## src/rtl/fpmul_issue_pkg.sv

```systemverilog
// Shared definitions for the FP multiplier issue sequencer.
// Latency: none (types and constants only).
// Backpressure: not applicable.
package fpmul_issue_pkg;

  // Exception flag vector layout, MSB first: {OF, UF, NanF, InfF, DNF, ZF}
  localparam int FLAGS_W   = 6;
  localparam int FLAG_OF   = 5;
  localparam int FLAG_UF   = 4;
  localparam int FLAG_NANF = 3;
  localparam int FLAG_INFF = 2;
  localparam int FLAG_DNF  = 1;
  localparam int FLAG_ZF   = 0;

  // IEEE-754 single operand width
  localparam int OPND_W = 32;

  // Sequencer states
  typedef enum logic [1:0] {
    ST_IDLE = 2'd0,
    ST_BUSY = 2'd1,
    ST_HOLD = 2'd2
  } state_t;

endpackage

```

## src/rtl/fpmul_issue_fifo.sv

```systemverilog
// Operand FIFO: DEPTH x W synchronous queue with an explicit occupancy count.
// Latency: a write is visible at the head on the following cycle; head read is combinational.
// Backpressure: writes while full and reads while empty are dropped; callers gate on full/empty.
module fpmul_issue_fifo #(
  parameter int DEPTH = 4,
  parameter int W     = 68
) (
  input  logic         clk,
  input  logic         rst,
  input  logic         wr_en,
  input  logic [W-1:0] wr_data,
  input  logic         rd_en,
  output logic [W-1:0] rd_data,
  output logic         full,
  output logic         empty
);

  localparam int AW = $clog2(DEPTH);
  localparam int CW = AW + 1;

  logic [W-1:0]  mem [DEPTH];
  logic [AW-1:0] wr_ptr;
  logic [AW-1:0] rd_ptr;
  logic [CW-1:0] count;
  logic          wr_ok;
  logic          rd_ok;

  assign full    = (count == CW'(DEPTH));
  assign empty   = (count == '0);
  assign wr_ok   = wr_en && !full;
  assign rd_ok   = rd_en && !empty;
  assign rd_data = mem[rd_ptr];

  // Pointers wrap naturally at DEPTH (power of two); count tracks occupancy.
  always_ff @(posedge clk or negedge rst) begin
    if (!rst) begin
      wr_ptr <= '0;
      rd_ptr <= '0;
      count  <= '0;
    end else begin
      if (wr_ok) wr_ptr <= wr_ptr + AW'(1);
      if (rd_ok) rd_ptr <= rd_ptr + AW'(1);
      case ({wr_ok, rd_ok})
        2'b10:   count <= count + CW'(1);
        2'b01:   count <= count - CW'(1);
        default: count <= count;
      endcase
    end
  end

  // Entry storage; contents are only meaningful behind the count, so no reset.
  always_ff @(posedge clk) begin
    if (wr_ok) mem[wr_ptr] <= wr_data;
  end

endmodule

```

## src/rtl/fpmul_issue.sv

```systemverilog
// Operand-side sequencer for the FP multiplier: queues tagged pairs, runs one Start/Done job at a time.
// Latency: issue one cycle after the pair reaches the FIFO head; out_valid one cycle after mul_done.
// Backpressure: in_ready drops only when the FIFO is full; a held result blocks the next issue.
module fpmul_issue
  import fpmul_issue_pkg::*;
#(
  parameter int DEPTH = 4,
  parameter int TAG_W = 4,
  parameter int CNT_W = 16
) (
  input  logic               clk,
  input  logic               rst,
  input  logic               in_valid,
  output logic               in_ready,
  input  logic [OPND_W-1:0]  in_a,
  input  logic [OPND_W-1:0]  in_b,
  input  logic [TAG_W-1:0]   in_tag,
  output logic               mul_start,
  output logic [OPND_W-1:0]  mul_a,
  output logic [OPND_W-1:0]  mul_b,
  input  logic               mul_done,
  input  logic [OPND_W-1:0]  mul_p,
  input  logic [FLAGS_W-1:0] mul_flags,
  output logic               out_valid,
  input  logic               out_ready,
  output logic [OPND_W-1:0]  out_p,
  output logic [FLAGS_W-1:0] out_flags,
  output logic [TAG_W-1:0]   out_tag,
  output logic               busy,
  output logic [CNT_W-1:0]   job_count
);

  localparam int ENT_W = 2 * OPND_W + TAG_W;

  state_t             state;
  state_t             state_nxt;
  logic               fifo_full;
  logic               fifo_empty;
  logic [ENT_W-1:0]   fifo_wr_ent;
  logic [ENT_W-1:0]   fifo_head;
  logic               push;
  logic               issue;
  logic               capture;
  logic [TAG_W-1:0]   tag_q;

  // Ready is forced low while reset is held so nothing is accepted during reset.
  assign in_ready    = rst && !fifo_full;
  assign push        = in_valid && in_ready;
  assign fifo_wr_ent = {in_tag, in_a, in_b};
  assign busy        = (state == ST_BUSY);

  fpmul_issue_fifo #(
    .DEPTH (DEPTH),
    .W     (ENT_W)
  ) u_fifo (
    .clk     (clk),
    .rst     (rst),
    .wr_en   (push),
    .wr_data (fifo_wr_ent),
    .rd_en   (issue),
    .rd_data (fifo_head),
    .full    (fifo_full),
    .empty   (fifo_empty)
  );

  // Sequencer state register.
  always_ff @(posedge clk or negedge rst) begin
    if (!rst) state <= ST_IDLE;
    else      state <= state_nxt;
  end

  // Next state and control: Start is held through BUSY and dropped combinationally on Done.
  always_comb begin
    state_nxt = state;
    issue     = 1'b0;
    capture   = 1'b0;
    mul_start = 1'b0;
    unique case (state)
      ST_IDLE: begin
        if (!fifo_empty && !out_valid) begin
          issue     = 1'b1;
          state_nxt = ST_BUSY;
        end
      end
      ST_BUSY: begin
        mul_start = !mul_done;
        if (mul_done) begin
          capture   = 1'b1;
          state_nxt = ST_HOLD;
        end
      end
      ST_HOLD: begin
        if (out_ready) state_nxt = ST_IDLE;
      end
      default: state_nxt = ST_IDLE;
    endcase
  end

  // Operand holding registers: loaded on pop and kept stable while the multiply runs.
  always_ff @(posedge clk or negedge rst) begin
    if (!rst) begin
      mul_a <= '0;
      mul_b <= '0;
      tag_q <= '0;
    end else if (issue) begin
      tag_q <= fifo_head[ENT_W-1 -: TAG_W];
      mul_a <= fifo_head[2*OPND_W-1 -: OPND_W];
      mul_b <= fifo_head[OPND_W-1:0];
    end
  end

  // Result slot and completion counter; product and flags are only valid in the Done cycle.
  always_ff @(posedge clk or negedge rst) begin
    if (!rst) begin
      out_valid <= 1'b0;
      out_p     <= '0;
      out_flags <= '0;
      out_tag   <= '0;
      job_count <= '0;
    end else begin
      if (capture) begin
        out_valid <= 1'b1;
        out_p     <= mul_p;
        out_flags <= mul_flags;
        out_tag   <= tag_q;
        job_count <= job_count + CNT_W'(1);
      end else if (out_valid && out_ready) begin
        out_valid <= 1'b0;
      end
    end
  end

endmodule

```

## config.mk

```make
export PLATFORM = sky130hd
export DESIGN_NAME = fpmul_issue
export DESIGN_NICKNAME = d
export VERILOG_FILES = /design/src/rtl/fpmul_issue_pkg.sv /design/src/rtl/fpmul_issue_fifo.sv /design/src/rtl/fpmul_issue.sv
export SDC_FILE = /design/constraint.sdc
export NUM_CORES = 1
export LEC_CHECK = 0
export CAP_MARGIN = 20
export CORE_MARGIN = 2
export CORE_UTILIZATION = 30
export CTS_CLUSTER_DIAMETER = 50
export DETAILED_ROUTE_END_ITERATION = 8
export MAX_ROUTING_LAYER = met4
export PLACE_DENSITY = 0.63
export SETUP_SLACK_MARGIN = 0.3
export SLEW_MARGIN = 20
export SYNTH_ARGS = -nofsm -noshare
export SYNTH_HDL_FRONTEND = slang
export SYNTH_HIERARCHICAL = 1
export SYNTH_SLANG_ARGS = --single-unit
```

## constraint.sdc

```tcl
create_clock -name clk -period 3.08 [get_ports clk]
set_input_delay 0.616 -clock clk [delete_from_list [all_inputs] [get_ports clk]]
set_output_delay 0.616 -clock clk [all_outputs]
set_load 0.1 [all_outputs]
```

; Word level (Yosys, flattened, before mapping)
; Memories as Yosys holds them, arrays and structs flattened. A register that Yosys moved wholly into a read port is not among the register bits.
; Cells that the tools add are included.
[totals]
register_bits = 68
ramBits = 272
mem_count = 1
wordCells = 53
inputBits = 111
[memory_table]
columns = memory, depth, width, read_ports, rd_clocked_by_memory_dff, write_ports, line_no
row1 = u_fifo.mem, 4, 68, 1, 1, 1, fpmul_issue_fifo.sv:21  ; logic [W-1:0] mem [DEPTH];
[classes]
addsub = 5
n_eq_ne = 8
muxes = 14
n_reduce_logical = 16
[ops]
columns = operator, n
row1 = $add A16 B1 Y16 const B, 1
row2 = $mux W1, 9
row3 = $logic_and A1 B1 Y1, 6
row4 = $mux W2, 3
row5 = $ne A2 B2 Y1 const B, 3
row6 = $pmux W2 S3, 1
row7 = $pmux W3 S2, 1
row8 = $logic_not A1 Y1, 5
row9 = $add A2 B1 Y2 const B, 2
row10 = $eq A2 B1 Y1 const B, 2
row11 = $eq A2 B2 Y1 const B, 2
row12 = $reduce_bool A2 Y1, 2
row13 = $add A3 B1 Y3 const B, 1
row14 = $eq A3 B3 Y1 const B, 1
row15 = $logic_not A3 Y1, 1
row16 = $reduce_and A3 Y1, 1
row17 = $sub A3 B1 Y3 const B, 1
row18 = $logic_not A2 Y1, 1

; Depth between registers and ports, before layout
[depth]
word_depth = 8
ltp_mapped = 11
depth_no_buf = 11

; By module
; The synthesis kept the hierarchy.
[by_module_without_submodules]
columns = mod, instances, area_each_um2, cells_each
row1 = fpmul_issue_fifo, 1, 10313.6, 394
row2 = fpmul_issue, 1, 5011.1, 401

; Least setup slack after synthesis
; No wires, ideal clock.
[synth_path]
path_kind = input -> register
startpoint = in rst
endpoint = mem u_fifo.mem[0][0] (enable)
path_buffers = 0
arrival_ps = 4113
stages = 4
setup_time_ps = 433
setup_slack_ps = -1467
cell_sequence = nor2b_1 -> and2_1 -> nor2b_2 -> and2_1
[synth_via]
elab_chain_cells = 5
[synth_rtl]
columns = item, line_no
row1 = from (decl), fpmul_issue.sv:12  ; input logic rst,
row2 = $logic_and A1 B1 Y1, fpmul_issue.sv:47  ; assign in_ready = rst && !fifo_full;
row3 = $logic_and A1 B1 Y1, fpmul_issue.sv:48  ; assign push = in_valid && in_ready;
row4 = via push, fpmul_issue.sv:41  ; logic push;
row5 = $logic_and A1 B1 Y1, fpmul_issue_fifo.sv:30  ; assign wr_ok = wr_en && !full;
row6 = $mux W1, fpmul_issue_fifo.sv:53  ; if (wr_ok) mem[wr_ptr] <= wr_data;
row7 = $mux W1 (implied by the code), fpmul_issue_fifo.sv:53
row8 = to (decl), fpmul_issue_fifo.sv:21
; The timed path passes the listed nets, and every way through them passes these cells.

; Final worst setup path
[layout_path]
startpoint = in rst
endpoint = out in_ready
[layout_via]
elab_chain_cells = 1
[layout_rtl]
columns = item, line_no
row1 = $logic_and A1 B1 Y1, fpmul_issue.sv:47
row2 = to (decl), fpmul_issue.sv:14  ; output logic in_ready,
; Every way passes these cells.

==> metrics <==
drc violations=0; Reg2Reg Setup Slack=~0.76 ns; DRT iter0 DRCs=320; initial antenna violation count=5; chip height=230 µm; Layout Nets=between 1k and 1.5k; Yosys warning total=6; Clk Latency, worst-skew pair=0.58 ns; post-DR wirelength/cell=~18 µm; Post-CTS Setup Repair Bufs=0; period utilization=80.1%; critical path capture point type=primary output; post-cts resize count=0; I/O Buffers=roughly 240; worst-margin pin slew=just over 0.9 ns; largest net degree at the start of global routing=70; # IOs=237; Reg2Reg Depth=11; Synth Register Bits=slightly above 400; Final Hold Fails=0; vias per inst=between 4 and 5; hold bufs inserted after CTS=1; worst hold path endpoint=out_tag[1]; grt ovf=0; register area share after synthesis=75.5%; core region area=50,300 µm²; syn avg cell area=just under 20 µm²; RSZ-0062 raised after global routing=no; via count=approximately 7.8k; Max Clk Rate=~410 MHz; DP Wirelength=19,500 µm; Cells after DPL=approximately 1.7k; final setup vio count=0; synthesis-to-layout area growth=29.2%; critical path data required time=approximately 2.5 ns; ys flop type=edfxtp_1; Reg clk slew, reported paths=roughly 0.05 ns; Tot GR Track Use=roughly an eighth; DIE WIDTH=230 µm; Max-Cap Viols=0; Die ar.=around 53,000 µm²; Tmin final=between 2 and 2.5 ns; worst reg2reg endpoint=u_fifo/count[2]; Clock Tree Root=clkbuf_16; DRT Pass-1 Iters=4; outcome=finished, final reports clean; Initial Util=a little under a third; row cnt=82; setup TNS=0 ns; CTS tree=done; Post-synth EDFFs=~270; CP Launch Type=input port; post-synthesis async set-or-reset flop share=33.3%; Sink Count=around 410; synth unique cells=33; pins over their slew limit=0; Synth Cell Area=approximately 15,000 µm²; Max Buffers Root-to-Sink=3; gp weighted congestion=a little over 0.8; vias in the first global route=slightly above 8k; relative slew slack=between 30% and 40%; hold crit path type=flop to flop; Layout Cells excl Fill=1,788; WHS Path Cells=2; Worst EP arrival=1.85 ns; final WL=around 32,000 µm; syn nets=roughly 900; remaining antenna violation count after routing=0; Setup Crit Path Kind=input port to primary output; Post-Syn Instances=795; Hold Startpoint=tag_q[1]; CTS buffer count=50; Clock Skew=approximately 0.026 ns; first-pass GRT wire length=about 50,000 µm; RR Startpoint=u_fifo/count[0]; layout cell share with drive strength beyond 1=around a third; worst hold slack=between 0.4 and 0.5 ns; H-Tree Depth=2; Max FO, Critical Path=26; Fill cells=between 4k and 5k
## cells in the final DEF (no fill, tap or decap), drive strengths merged, types with 6 or more instances in the layout
cell type	n
mux2	69
nand2	137
dfrtp	136
buf	146
inv	19
mux4	68
ha	6
clkbuf	68
xnor2	8
xor2	13
edfxtp	272
and2	6
clkdlybuf4s50	109
clkinv	11
nor2	9
## worst max-delay path, cell delays in order
cell and delay (ns):
dlygate4sd3_1 0.55, buf_6 0.26, nor2b_4 0.22, buf_12 0.18
## worst max path at each step
stage                     startpoint              end  slack, ns  cells after the start
final                            rst         in_ready       0.61                      4
after global routing             rst  u_fifo/count[1]       0.47                     10
after CTS                        rst         in_ready       0.57                      4
after detailed placement    in_valid  u_fifo/count[2]       0.57                     10
after global placement      in_valid  u_fifo/count[2]       0.51                     10
after floorplan            out_valid  u_fifo/count[2]       0.43                      9
## kinds of logic after synthesis
group	after synthesis	share of synthesized area, %
AOI/OAI and AO/OA	4	0.155
muxes	137	15.3
buffers and inverters	42	2.28
DFF	408	75.5
xor gates and xnor gates	21	1.20
and+or+nand+nor	176	4.93
adders and majority gates	7	0.621
## through the flow
stage                     setup WS [ns]  area [µm²]  util [%]
after global routing              0.473       19800      39.4
after CTS                         0.573       19800      39.4
final                             0.613       19800      39.4
after detailed placement          0.569       18200      36.2
after global placement            0.507       18200      36.2
after floorplan                   0.429       15400         -
## sequential cells by signal, summed over array words and instances (netlist names)
name / flops
u_fifo/count: 3
out_tag: 4
mul_a: 32
u_fifo/rd_ptr: 2
job_count: 16
out_valid: 1
state: 2
u_fifo/wr_ptr: 2
u_fifo/mem: 272
mul_b: 32
out_flags: 6
out_p: 32
tag_q: 4
## cell usage after synthesis, types with 2 or more instances
cell type    n  area share [%]
nand4_1      5            0.20
edfxtp_1   272              53
mux2_4      10            0.98
clkbuf_1     6            0.15
o21ai_0      3           0.098
buf_2       11            0.36
nor2b_1      3            0.12
mux2_2      58             4.3
ha_1         6            0.49
buf_12       7            0.91
dfrtp_1    136              22
buf_6        8            0.59
mux4_2      68              10
nand2_1    137             3.4
and2_1       6            0.24
inv_1        9            0.22
nor2_1       9            0.22
xnor2_1      8            0.46
and3_1       2           0.082
nor3_1       3           0.098
xor2_1      13            0.74
nand3_1      4            0.13
## metal layers
layer	vias to the layer above	GRT usage [%]	part of all wire (%)
li1	3568	-	-
met1	3910	16.7	46
met2	242	19.5	46
met3	44	3.04	6.5
met4	0	4.23	1.6
met5	-	-	0
## area by class of cell
class                           count  area, µm²  share of cell area (%)
Multi-Input combinational cell    345       3430                    17.3
Clock buffer                       68       1340                    6.76
Sequential cell                   408      11600                    58.5
Inverter                            9       33.8                   0.171
Tap cell                          672        841                    4.25
Clock inverter                     25        264                    1.33
Timing Repair Buffer              256       2300                    11.6
Antenna cell                        5       12.5                  0.0632
Power is not shown: default switching activity piles up to over one toggle a cycle in this logic, so the estimate is an artifact.
==> edit, RTL diff (same settings) <==
Change the parameter `TAG_W` from 4 to 5.
--- a/src/rtl/fpmul_issue.sv
+++ b/src/rtl/fpmul_issue.sv
@@ -5,7 +5,7 @@
   import fpmul_issue_pkg::*;
 #(
   parameter int DEPTH = 4,
-  parameter int TAG_W = 4,
+  parameter int TAG_W = 5,
   parameter int CNT_W = 16
 ) (
   input  logic               clk,
Ports: changed (resized in_tag and out_tag); port bits go from 237 to 239. No check against the original RTL was run, so the function may have changed too.
==> edit against the unedited design <==
  * Synthesized area up 1.3%
  * Core utilization grew 0.38 points
  * Maximum frequency increased by 0.39%
  * Sequential share of layout area shrank 0.77 points
  * Final area rose by 2.8%
  * Sequential cell count increased by 6
  * First-iteration DRC count grew 8.8%
  * Routed wire length up 2.6%
  * Worst setup slack better by 0.0096 ns
  * Synthesized cell count down 11%
  * Hold slack got worse by 0.31 ns
  * Final cell count down 3.4%
  * Critical path depth shrank 1
  * Largest cell class unchanged
  * Highest routed layer unchanged
Power is left out: the tool's default activity adds up to more than one toggle a clock period on the data nets, which glitch-free logic cannot reach.
==> edit: results (changes against the unedited design) <==
Post-DP HPWL - 20.5 mm (+5.0%)
TritonCTS Buffers - 53 (+6.0%)
Clock-pin slew on the worst setup and hold paths - 0.06 ns
Synth Area in Compound Gates - 0.00153 (-0.0000205)
Fin crit share - 0.798 (-0.00313)
Max Fanout on Critical Path - 5 (-81%)
Nets - 1,116 (-6.1%)
Place WS - 0.499 ns (-0.0707 ns)
Post-Synth Adder-Cell Area - 0.00612 (-0.0000820)
Placer Congestion - 0.731 (-9.1%)
Ys async rst share - 0.333 (unchanged)
XOR/XNOR Fraction of Synth Area - 0.0118 (-0.000159)
Synthesis Warnings - 6 (unchanged)
Detailed-route wire length - 33.3 mm (+2.6%)
Antenna violations before repair - 6 (+1)
FF-to-FF setup slack - 0.77 ns
CP Data Arrival Time - 1.84 ns
Initial detailed-routing violation count - 348 (+8.8%)
Largest register FFs - 276 (+1.5%)
CTS Root Cell - clkbuf_16
H-Tree Depth - 2 (unchanged)
Worst-margin pin slew - 0.871 ns (-0.0427 ns)
Largest net degree at the start of global routing - 139 (+99%)
Tot GR Track Use - 0.130 (+0.00243)
Worst Skew - 0.0153 ns (-0.0105 ns)
Post-CTS Resized - 0 (unchanged)
Post-synth EDFFs - 276 (+1.5%)
Port Buf Inserts - 238 (+0.85%)
First-pass GRT wire length - 50.7 mm (+1.8%)
CTS Buffer Depth - 3 (unchanged)
# fillers - 4,619 (+0.087%)
Ranking of synthesized cells by area - edfxtp_1 53%, dfrtp_1 22%, mux4_2 9.9%, mux2_2 7.5%, mux2_4 0.97%
Post-synthesis sequential area ratio - 0.756 (+0.000980)
Number of iterations in the first detailed-routing pass - 4 (unchanged)
Mux contribution to synthesized area - 0.185 (+0.0323)
Clock Latency Late Sink - 0.60 ns (+0.02 ns)
Share of layout cells above drive strength 1 - 0.423 (+0.0893)
Reg with most FFs - u_fifo/mem
Post-CTS setup buffer count - 0 (unchanged)
Post-synth top cells - 276 x edfxtp_1, 138 x dfrtp_1, 103 x mux2_2, 68 x mux4_2, 12 x xnor2_1
Number of global-route vias before repair - 8,286 (-0.11%)
Via density - 4.46 (+2.6%)
Status - finished, final reports clean
Most used DFF post-synth - edfxtp_1
Final Hold Viols - 0 (unchanged)
HP Class - in2async
Synthesized net count - 829 (-9.2%)
Synth unique cells - 37 (+12%)
## edit: changes by cell type after synthesis, moves of 4 or more
cell,change
nand2_1,-128
mux2_2,+45
clkbuf_1,-5
edfxtp_1,+4
xnor2_1,+4
xor2_1,-4
## edit: path summary, 6_finish.rpt
check                                 from  depth (start not counted)               end
hold reg to reg              job_count[15]                          1     job_count[15]
min in group clk             job_count[15]                          1     job_count[15]
max in group asynchronous              rst                          2  u_fifo/rd_ptr[1]
setup / recovery                  state[1]                          3         mul_start
setup reg to reg           u_fifo/count[0]                         11   u_fifo/count[2]
hold / removal                         rst                          2         out_p[21]
## edit: worst max-delay path: stages, from the launching register on
cell	delay, ns
dfrtp_1	0.43
and2b_2	0.30
nor2b_2	0.21
buf_4	0.31
## edit: metal layers
layer | part of all wire | track usage
met5 | 0 | -
met4 | 0.025 | 0.0456
met3 | 0.072 | 0.0376
met2 | 0.47 | 0.202
met1 | 0.44 | 0.161
## edit: cell type report
cell class | count | share of cell area
Antenna cell | 6 | 0.000737
Clock buffer | 61 | 0.0691
Clock inverter | 39 | 0.0195
Inverter | 8 | 0.00147
Multi-Input combinational cell | 260 | 0.170
Sequential cell | 414 | 0.577
Tap cell | 680 | 0.0418
Timing Repair Buffer | 260 | 0.120
## edit: logic make-up after synthesis
kind of cell    Yosys count
compound gates            4
xor+xnor                 21
fa+ha+maj                 7
buf+inv                  36
flops                   414
mux                     183
simple gates             45
## edit: metrics by stage
stage / utilization / instance area [um2] / hold slack [ns] / std cells
after floorplan: - / 15600 / 0.320 / 710
after global placement: 0.362 / 18500 / 0.482 / 1622
after detailed placement: 0.362 / 18500 / 0.490 / 1622
after CTS: 0.397 / 20300 / 0.214 / 1722
after global routing: 0.398 / 20400 / 0.234 / 1728
final: 0.398 / 20400 / 0.159 / 1728
